**config.mk**
```make
export PLATFORM = sky130hd
export DESIGN_NAME = hdmi_pattern_sched
export DESIGN_NICKNAME = d
export VERILOG_FILES = /design/src/rtl/hdmi_pattern_sched.sv
export SDC_FILE = /design/constraint.sdc
export NUM_CORES = 1
export LEC_CHECK = 0
export ABC_AREA = 1
export BUFFER_PORTS_ARGS = -buffer_cell sky130_fd_sc_hd__buf_2
export CAP_MARGIN = 20
export CORE_ASPECT_RATIO = 1.25
export CORE_UTILIZATION = 35
export DETAILED_ROUTE_END_ITERATION = 10
export PLACE_DENSITY = 0.66
export SYNTH_ARGS = -nofsm -noshare
export SYNTH_HDL_FRONTEND = slang
export SYNTH_SLANG_ARGS = --single-unit
```
**constraint.sdc**
```tcl
create_clock -name rgb_clk -period 3.88 [get_ports rgb_clk]
set_clock_uncertainty 0.05 [all_clocks]
set_input_delay 0.194 -clock rgb_clk [delete_from_list [all_inputs] [get_ports rgb_clk]]
set_output_delay 0.194 -clock rgb_clk [all_outputs]
set_load 0.05 [all_outputs]
```
**src/rtl/hdmi_pattern_sched.sv**
```systemverilog
// hdmi_pattern_sched: frame-synchronous test-pattern scheduler and RGB565 generator.
// Four patterns (bit-walk, colour bars, grid, grey ramp) rotate automatically every
// FRAMES_PER_PAT frames or are chosen by a host request. Pattern changes land only on
// the frame boundary so a frame is never torn. Pixel and timing outputs have 1-cycle latency.
// Optional: define PAT_SCHED_FRAMECNT_EN to add a free-running 16-bit frame counter output.
module hdmi_pattern_sched #(
    parameter int H_ACTIVE       = 1280,
    parameter int V_ACTIVE       = 720,
    parameter int FRAMES_PER_PAT = 60,
    parameter bit VS_POL         = 1'b1,
    parameter int GRID_SHIFT     = 5
) (
    input  logic        rgb_clk,
    input  logic        rgb_rst_n,
    input  logic [10:0] rgb_x,
    input  logic [10:0] rgb_y,
    input  logic        rgb_hs,
    input  logic        rgb_vs,
    input  logic        rgb_de,
    input  logic        auto_en,
    input  logic        req_valid,
    input  logic [1:0]  req_id,
    output logic        req_ready,
    output logic [1:0]  pat_id,
    output logic        pat_manual,
    output logic        out_hs,
    output logic        out_vs,
    output logic        out_de,
    output logic [4:0]  out_r,
    output logic [5:0]  out_g,
    output logic [4:0]  out_b
`ifdef PAT_SCHED_FRAMECNT_EN
    ,
    output logic [15:0] frame_cnt
`endif
);

    localparam int BAR16_W = H_ACTIVE / 16;
    localparam int BAR8_W  = H_ACTIVE / 8;
    localparam int CNT_W   = (FRAMES_PER_PAT > 1) ? $clog2(FRAMES_PER_PAT) : 1;
    localparam logic [CNT_W-1:0] CNT_LAST = CNT_W'(FRAMES_PER_PAT - 1);

    typedef enum logic [0:0] {StAuto, StManual} mode_e;

    mode_e             mode_q, mode_d;
    logic [1:0]        pat_q, pat_d;
    logic [CNT_W-1:0]  cnt_q, cnt_d;
    logic              pend_q, pend_d;
    logic [1:0]        pend_id_q, pend_id_d;
    logic              vs_d_q;
    logic              fb;
    logic              accept;

    assign req_ready  = rgb_rst_n & ~pend_q;
    assign accept     = req_valid & req_ready;
    assign fb         = (rgb_vs == VS_POL) && (vs_d_q != VS_POL);
    assign pat_id     = pat_q;
    assign pat_manual = (mode_q == StManual);

    // Scheduler state register.
    always_ff @(posedge rgb_clk) begin
        if (!rgb_rst_n) begin
            mode_q    <= StAuto;
            pat_q     <= 2'd0;
            cnt_q     <= '0;
            pend_q    <= 1'b0;
            pend_id_q <= 2'd0;
            vs_d_q    <= ~VS_POL;
        end else begin
            mode_q    <= mode_d;
            pat_q     <= pat_d;
            cnt_q     <= cnt_d;
            pend_q    <= pend_d;
            pend_id_q <= pend_id_d;
            vs_d_q    <= rgb_vs;
        end
    end

    // Next-state: request capture, then frame-boundary priority pending > auto_en > counting.
    always_comb begin
        mode_d    = mode_q;
        pat_d     = pat_q;
        cnt_d     = cnt_q;
        pend_d    = pend_q;
        pend_id_d = pend_id_q;
        // accept implies pend_q==0, so it never collides with the pending apply below
        if (accept) begin
            pend_d    = 1'b1;
            pend_id_d = req_id;
        end
        if (fb) begin
            if (pend_q) begin
                pat_d  = pend_id_q;
                mode_d = StManual;
                pend_d = 1'b0;
                cnt_d  = '0;
            end else if (auto_en && (mode_q == StManual)) begin
                mode_d = StAuto;
                cnt_d  = '0;
            end else if (mode_q == StAuto) begin
                if (cnt_q == CNT_LAST) begin
                    pat_d = pat_q + 2'd1;
                    cnt_d = '0;
                end else begin
                    cnt_d = cnt_q + 1'b1;
                end
            end else begin
                cnt_d = '0;
            end
        end
    end

`ifdef PAT_SCHED_FRAMECNT_EN
    logic [15:0] frame_cnt_q;
    assign frame_cnt = frame_cnt_q;

    // Free-running frame counter, wraps naturally at 16 bits.
    always_ff @(posedge rgb_clk) begin
        if (!rgb_rst_n) begin
            frame_cnt_q <= 16'd0;
        end else if (fb) begin
            frame_cnt_q <= frame_cnt_q + 16'd1;
        end
    end
`endif

    logic [3:0]  bar16;
    logic [2:0]  bar8;
    logic [15:0] pix;

    // Pattern generator: bar index by constant compares; x past the active width clamps to last bar.
    always_comb begin
        bar16 = 4'd0;
        bar8  = 3'd0;
        pix   = 16'd0;
        for (int i = 1; i < 16; i++) begin
            if (32'(rgb_x) >= i * BAR16_W) bar16 = 4'(i);
        end
        for (int i = 1; i < 8; i++) begin
            if (32'(rgb_x) >= i * BAR8_W) bar8 = 3'(i);
        end
        case (pat_q)
            2'd0: pix = 16'h8000 >> bar16;
            // white, yellow, cyan, green, magenta, red, blue, black
            2'd1: pix = {{5{~bar8[1]}}, {6{~bar8[2]}}, {5{~bar8[0]}}};
            2'd2: begin
                if ((rgb_x[GRID_SHIFT-1:0] == '0) ||
                    ((rgb_y[GRID_SHIFT-1:0] == '0) && (32'(rgb_y) < V_ACTIVE))) begin
                    pix = 16'hffff;
                end
            end
            default: pix = {rgb_x[10:6], rgb_x[10:5], rgb_x[10:6]};
        endcase
        if (!rgb_de) pix = 16'd0;
    end

    // Output pipeline register keeps timing aligned with pixel data.
    always_ff @(posedge rgb_clk) begin
        if (!rgb_rst_n) begin
            out_hs <= 1'b0;
            out_vs <= 1'b0;
            out_de <= 1'b0;
            out_r  <= 5'd0;
            out_g  <= 6'd0;
            out_b  <= 5'd0;
        end else begin
            out_hs <= rgb_hs;
            out_vs <= rgb_vs;
            out_de <= rgb_de;
            out_r  <= pix[15:11];
            out_g  <= pix[10:5];
            out_b  <= pix[4:0];
        end
    end

endmodule

```
======== Word-level counts from Yosys, hierarchy flattened ========
Cells that the tools add are included.
storage, ports and cells
  register bits after elaboration ......... 31
  latch bits .............................. 0
  memory bits (writable) .................. 0
  bits in read-only memories .............. 0
  bits of input ports ..................... 31
  output and inout bits ................... 23
  logic and storage cells ................. 91
  memories ................................ 0
operators by class
  add/sub/neg operators ................... 2
  multipliers ............................. 0
  divide/modulo/power cells ............... 0
  order comparisons ....................... 16
  equal/unequal tests ..................... 5
  shift operators ......................... 1
  multiplexer cells ....................... 37
  bitwise gates (word level) .............. 7
  reductions and logical operators ........ 12
operators by type and width
  operator               count
  $ge 11x10->1 const B   6
  $mux 4                 14
  $pmux 16 s3            1
  $ge 11x11->1 const B   3
  $ge 11x9->1 const B    3
  $mux 6                 4
  $ge 11x8->1 const B    2
  $mux 3                 6
  $mux 16                1
  $shr 16x4->16 const A  1
  $ge 11x7->1 const B    1
  $lt 11x10->1 const B   1
  $logic_not 5->1        2
  $mux 2                 4
  $mux 1                 7
  $add 6x1->6 const B    1
  $eq 6x6->1 const B     1
  $not 1->1              5
  $reduce_and 2->1       2
  $reduce_and 4->1       1
  $reduce_bool 2->1      2
  $logic_and 1x1->1      3
  $add 2x1->2 const B    1
  $and 1x1->1            2
  other kinds (6)        6

======== Longest topological paths before layout ========
Gate-level depths: netlist of run 1.
  depth in word-level cells ............... 18
  depth in mapped cells ................... 18
  depth with buffers taken out ............ 17

======== Worst setup path after synthesis of run 1 ========
Ideal clock, no wire load.
  path kind ............................... reg2reg
  start ................................... register pat_q[0], in the netlist pat_id[0]
  end ..................................... register out_g[3]
  setup time .............................. 0.116 ns
  arrival time ............................ 1.634 ns
  data required time ...................... 3.714 ns
  path slack .............................. 2.080 ns
  cell stages (with the launch flop) ...... 9
  path buffers ............................ 0
  clock period less this slack ............ 1.800 ns
  cell sequence ........................... dfxtp_1 inv_1 ha_1 nand2_1 nand2_1 inv_1 o21ai_0 o21ai_0 inv_1
on the way
  longest elaborated chain between the ends .. 2
  elaborated cells between the ends (all ways) .. 4
  classes of those cells .................. 2 x eq/ne; 1 x mux; 1 x reduce/logical
ends and longest elaborated chain
  item                                      RTL line  text
  from (decl)                               46        logic [1:0] pat_q, pat_d;
  from (signal assigned)                    71        pat_q <= pat_d;
  $eq 2x2->1, or another cell as far along  142       case (pat_q)
  $pmux 16 s3 (*)                           142
  to (signal assigned)                      171       out_g <= pix[10:5];
  to (decl)                                 30        output logic [5:0] out_g,
Mark *: on every way between the ends. The rest lies on a longest branch, timed or not.
A chain may end at the register's enable or synchronous reset.

======== Worst setup path after layout of run 1 ========
  start ................................... register pat_q[1], in the netlist pat_id[1]
  end ..................................... register out_g[3]
Same word-level chain as after synthesis.

==> metrics, run 1 <==
status=finished clean; cells along the critical path=inv_1 -> ha_1 -> inv_1 -> o21ai_0 -> o21ai_0 -> inv_1; Static Leak=0.00108 uW; Synth Register Bits=31; global-route wire length before repair=just under 7000 um; setup ws final=~2.1 ns; iteration count of the initial detailed-routing pass=5; Total Power=approximately 800 uW; final count of hold timing violations=0; power share of the clock group=39.9%; Synth async-reset ratio=0%; clk_lat worst skew=0.27 ns; Seq/Total Area, Yosys=36.4%; dpl ws=1.90 ns; initial antenna violation count=0; Slew Viols, Final=0; Syn Inst Count=253; final setup fails=0; largest net degree at the start of global routing=11; HP Class=in2reg; share of cells above drive strength 1=24.0%; die span in x=64.4 um; dpl hpwl=3310 um; crit path capture=out_g[3]; Antenna diodes=0; slowest CP cell=o21ai_0; Slew headroom=34.2%; slowest stage delay, CP=0.62 ns; PostCTS Resize Cnt=0; worst setup path startpoint=pat_id[1]; area leader, netlist=dfxtp_1; minimum clock period after layout=about 1.7 ns; drt wl/cell=11.2 um; CTS Hold Bufs=0; Post-synth EDFFs=0; r2r startpoint=pat_id[1]; core area=approximately 4700 sq um; total track usage=17.2%; share of power burned in registers=41.2%; vias in the first global route=1689; critical path fanouts, max=6; total number of vias=1840; max-cap violations=0; Logic pwr share=a little under a fifth; NetSw=roughly 230 uW; Worst setup EP type=flop; Synth Warn #=0; post-CTS setup buffer count=0; Reg2Reg Depth=6; GR Overflow Total=0; placed inst area=~2000 sq um; io pins=54; clock sinks=31; ANT nets after route=0; syn_area_per_cell=~6.7 sq um; Sw Share=28.6%; power per cell area=approximately 380 nW/um^2; Worst Setup Start Kind=flop; cell mode on critical path=inv_1; Nets=347; vias per cell=roughly 4.9; Clock Pin Slew Worst Setup and Hold Paths=0.07 ns; synth-to-layout area growth=25.9%; RR Endpoint=out_g[3]; Internal=582 uW; final worst path period share=45.0%; initial drt markers=74; final WL=4150 um; Port Buf Inserts=between 50 and 60; Post-Syn Nets=289; # DRC=0; Initial Util=about 36%; chip height=80.0 um; post-synth cell types=31; f_max=~570 MHz; CP Data Required Time=about 4 ns; RSZ-0062 raised after global routing=false; H-tree levels=2; CTS tree=done; Worst IR Drop VDD=roughly 0.25 mV; Crit Path Category=reg2reg; setup TNS=0 ns; Synth area leaders=dfxtp_1 (36%), nand2_1 (9.3%), nor2_1 (9.0%); ys flop type=dfxtp_1; post-synth top area share=36.4%; setup slack, reg-to-reg=roughly 2.1 ns; clock root cell=clkbuf_8; gpl congestion=0.925; Num CTS Buffers=5; Max Root-Sink Buffers=2; fin area=around 2100 sq um; FP Rows=28; worst endpoint data arrival time=1.92 ns; die area=5150 sq um; Post-Synthesis Cell Area=1700 sq um; Worst Max-Slew Pin Slew=0.974 ns
Yosys cell counts, types with 4 or more instances:
cell type	count
dfxtp_1	31
nand4_1	7
nand3_1	7
a21oi_1	23
nor2_1	41
ha_1	5
nand2_2	4
o21ai_0	19
nand2_1	42
nor3_1	6
inv_1	40
per-layer routing:
metal	part of all wire [%]	wire, um	track usage, %
met3	5.1	211	2.86
met5	0	0	0
met4	1.7	71	12.7
met2	52	2170	30.5
met1	41	1700	17.9
critical path: cells and delay by family (launching register included):
family	cells	cell delay, ns
fa+ha+maj	1	0.27
buf+inv	3	0.24
flops	1	0.34
compound gates	2	0.80
registers in the layout, indices dropped and copies added (netlist names), 2 cells and up:
| signal | flops |
|---|---|
| cnt_q | 6 |
| out_g | 6 |
| out_b | 5 |
| out_r | 5 |
| pend_id_q | 2 |
| pat_id | 2 |
power by group through the flow:
stage / Combinational (uW) / Clock, uW / Sequential (uW)
after floorplan: 80.5 / 0 / 370
after global placement: 153 / 0 / 343
after detailed placement: 152 / 0 / 343
after CTS: 152 / 334 / 336
after global routing: 170 / 352 / 337
final: 154 / 325 / 336
through the flow:
stage          hold slack [ns]  util, %  std cells
2_1_floorplan            0.237        -        253
3_3_place_gp             0.327     43.2        364
3_5_place_dp             0.335     43.2        364
4_1_cts                 0.0409     45.7        372
5_1_grt                 0.0354     45.7        372
6_report                0.0519     45.7        372
cell type report:
class                   count  area [sq um]
multi-input cells         177           903
well taps                  60          75.1
repair buffers             53           265
fillers                   509          2550
clock buffers               6          82.6
flip-flops and latches     31           621
inverters                  43           161
clock inverters             2          35.0
cells in the final DEF, fill, tap and decap left out:
| cell | instances |
|---|---|
| nand2_1 | 42 |
| clkbuf_8 | 6 |
| o21ai_1 | 1 |
| o21a_1 | 2 |
| inv_1 | 40 |
| a21o_1 | 1 |
| nand3_2 | 1 |
| a21oi_1 | 23 |
| clkinv_2 | 1 |
| nor4_1 | 2 |
| nand2_2 | 4 |
| o21ai_2 | 2 |
| and3_1 | 1 |
| o311ai_0 | 1 |
| a211oi_1 | 1 |
| nor3_1 | 6 |
| o21ai_0 | 19 |
| bufinv_16 | 1 |
| nor2_1 | 41 |
| buf_2 | 53 |
| nor3b_1 | 1 |
| nand3_1 | 7 |
| dfxtp_1 | 31 |
| o21bai_1 | 1 |
| a21oi_4 | 1 |
| or2_1 | 1 |
| nor2_4 | 1 |
| nand4_1 | 7 |
| ha_1 | 5 |
| or3_1 | 1 |
| inv_2 | 3 |
| a21oi_2 | 2 |
| o31ai_1 | 3 |
how the worst min path moves through the flow:
stage                     startpoint      to  depth (start not counted)
after global routing          rgb_hs  out_hs                          3
final                         rgb_hs  out_hs                          3
after CTS                     rgb_hs  out_hs                          3
after detailed placement      rgb_hs  out_hs                          3
after floorplan               rgb_vs  out_vs                          2
after global placement        rgb_hs  out_hs                          3
logic make-up after synthesis:
logic type	count (synthesis)	synth area share, %
compound gates	57	19.7
buf+inv	45	10.5
flops	31	36.4
simple gates	115	29.7
fa+ha+maj	5	3.67
No activity file was read; power rests on OpenSTA's default activity.
==> run 2, diff against run 1 <==
- PLACE_DENSITY: 0.66 -> 0.69
- clock period: 3.88 -> 1.5 ns (I/O delays scaled with it)
==> run 2 against run 1 <==
Sequential power rose to 2.6 times the previous value. Cell count increased by 15%. Sequential share of layout area down 6.1 points. Power grew to 2.6 times the previous value. First-iteration DRC count fell by 6.8%. Utilization is 13 points higher. Highest routed layer unchanged.
==> metrics, run 2 (same netlist as run 1, synthesis figures left out) <==
status=finished clean; Num CTS Buffers=5 (unchanged); Worst IR Drop VDD=0.630 mV (+160%); power per cell area=767 nW/um^2 (+100%); Top Layer Used=met4; share of cells above drive strength 1=45.1% (+21 points); final count of hold timing violations=0 (unchanged); f_max=679 MHz; met2 wire len=2710 um (+25%); Nets=402 (+16%); setup TNS=0 ns (unchanged); commonest non-fill, non-tap cells in the layout=buf_4 (51), buf_2 (47), nand2_1 (35); power share of the clock group=30.6% (-9.3 points); final setup fails=0 (unchanged); die span in x=64.4 um (unchanged); vias per cell=4.77 (-3.5%); initial drt markers=69 (-6.8%); total track usage=19.1% (+1.9 points); Slew headroom=52.6% (+18 points); Antenna diodes=0 (unchanged); Logic pwr share=28.1% (+9.2 points); CTS tree=done; gpl congestion=0.927 (+0.28%); die area=5150 sq um (unchanged); Worst Max-Slew Pin Slew=0.701 ns (-0.273 ns); GR Overflow Total=0 (unchanged); HP Class=in2reg; Initial Util=36.3% (unchanged); Worst setup EP type=flop; critical path fanouts, max=4 (-2); # DRC=0 (unchanged); Clock Pin Slew Worst Setup and Hold Paths=0.06 ns (about the same); clock sinks=31 (unchanged); Reg2Reg Depth=7 (+1); total number of vias=2033 (+10%); largest net degree at the start of global routing=10 (-1); setup slack, reg-to-reg=0.07 ns (-2.06 ns); iteration count of the initial detailed-routing pass=4 (-1); RSZ-0062 raised after global routing=true; clock root cell=clkbuf_8; minimum clock period after layout=1.47 ns; hold wc startpoint=auto_en; final worst path period share=98.2%; max-cap violations=0 (unchanged); worst endpoint data arrival time=1.59 ns (-0.33 ns); synth-to-layout area growth=61.2%; M1 wire length=1930 um (+13%); Internal=1460 uW (+150%); H-tree levels=2 (unchanged); core area=4690 sq um (unchanged); Crit Path Category=in2reg; drt wl/cell=11.6 um (+4.1%); fin area=2750 sq um (+28%); hold-critical path endpoint=pat_manual; Worst Setup Start Kind=primary input; clk_lat worst skew=0.28 ns (about the same); dpl hpwl=3760 um (+13%); global-route wire length before repair=7640 um (+11%); io pins=54 (unchanged); register area=627 sq um (+1.0%); # fillers=445 (-13%); chip height=80.0 um (unchanged); share of power burned in registers=41.3% (about the same); vias in the first global route=1854 (+9.8%); Max Root-Sink Buffers=2 (unchanged); FP Rows=28 (unchanged); DR WL met3=228 um (+8.1%); Port Buf Inserts=53 (unchanged); Static Leak=0.00136 uW (+26%); multi-input logic area=1050 sq um (+16%); r2r startpoint=pat_id[0]; commonest non-fill, non-tap cell in the layout=buf_4; Sw Share=30.7% (+2.1 points); hold path depth=4 (+1); Slew Viols, Final=0 (unchanged); ANT nets after route=0 (unchanged); NetSw=645 uW (+180%); placed inst area=2330 sq um (+15%); RR Endpoint=out_r[0]; final WL=4950 um (+19%); initial antenna violation count=0 (unchanged); CP Data Required Time=1.62 ns (-2.43 ns); top flop regs=cnt_q (6), out_g (6)
==> run 2: cell types whose count changed in the layout (fill, tap and decap cells not counted), moves of 5 or more <==
cell / change
nor2_2: +7
inv_1: -8
nand2_1: -7
nor2_1: -11
inv_2: +5
buf_4: +51
buf_2: -6
==> run 2: worst max-delay path by stage <==
stage / startpoint / to / depth (start not counted)
final: rgb_x[10] / out_r[0] / 16
after global routing: rgb_x[5] / out_g[2] / 13
after CTS: pat_id[0] / out_r[0] / 8
after detailed placement: rgb_x[7] / out_b[1] / 16
after global placement: rgb_x[7] / out_b[0] / 13
after floorplan: rgb_x[10] / out_b[1] / 13
==> run 2: layout make-up <==
type,instances,share of cell area (%)
sequential,31,22.8
timing repair buffer,108,26.6
tap,60,2.73
clock inverter,1,0.182
clock buffer,6,3.01
multi-input combinational,177,38.2
inverter,43,6.43
==> run 2: what timing repair did <==
| item | CTS | global route |
|---|---|---|
| pin swaps | 0 | 24 |
| endpoints found under the setup margin | 1 | 20 |
| hold buffers | 4 | 0 |
| gates resized for setup | 0 | 71 |
| hold endpoints to repair | 4 | 0 |
| setup buffers | 1 | 11 |
==> run 2: worst max-delay path, cell delays in order <==
cell     delay (ns)
buf_6          0.11
nor2_4         0.14
nand2_2        0.08
nor2_2         0.15
nand2_1        0.07
nand2_1        0.05
nand2_1        0.05
nand2_1        0.07
nand2_1        0.05
nand2_1        0.07
nand2_2        0.07
buf_4          0.14
buf_4          0.12
nand4_1        0.11
nor2_1         0.05
o21a_1         0.17
==> run 2: power by group through the flow <==
stage | sequential [uW] | clock (uW) | combinational [uW]
global placement | 887 | 0 | 476
floorplan | 958 | 0 | 209
detailed placement | 888 | 0 | 479
global route | 874 | 692 | 644
CTS | 869 | 667 | 491
finish | 870 | 644 | 591
==> run 2: metrics by stage <==
step | util, % | std cells | setup slack (ns) | hold slack [ns] | power, uW
after floorplan | - | 253 | -0.0114 | 0.118 | 1170
after global placement | 49.6 | 403 | -0.206 | 0.206 | 1360
after detailed placement | 49.6 | 403 | -0.199 | 0.216 | 1370
after CTS | 52.5 | 415 | 0.0136 | 0.00352 | 2030
after global routing | 58.5 | 426 | -0.0518 | 0.0389 | 2210
final | 58.5 | 426 | 0.0272 | 0.0121 | 2100
==> run 2: per-layer routing <==
metal  track usage (%)  vias up
li1                  -     1048
met5                 0        -
met2              36.5       53
met1              19.0      923
met3              4.43        9
met4              8.89        0
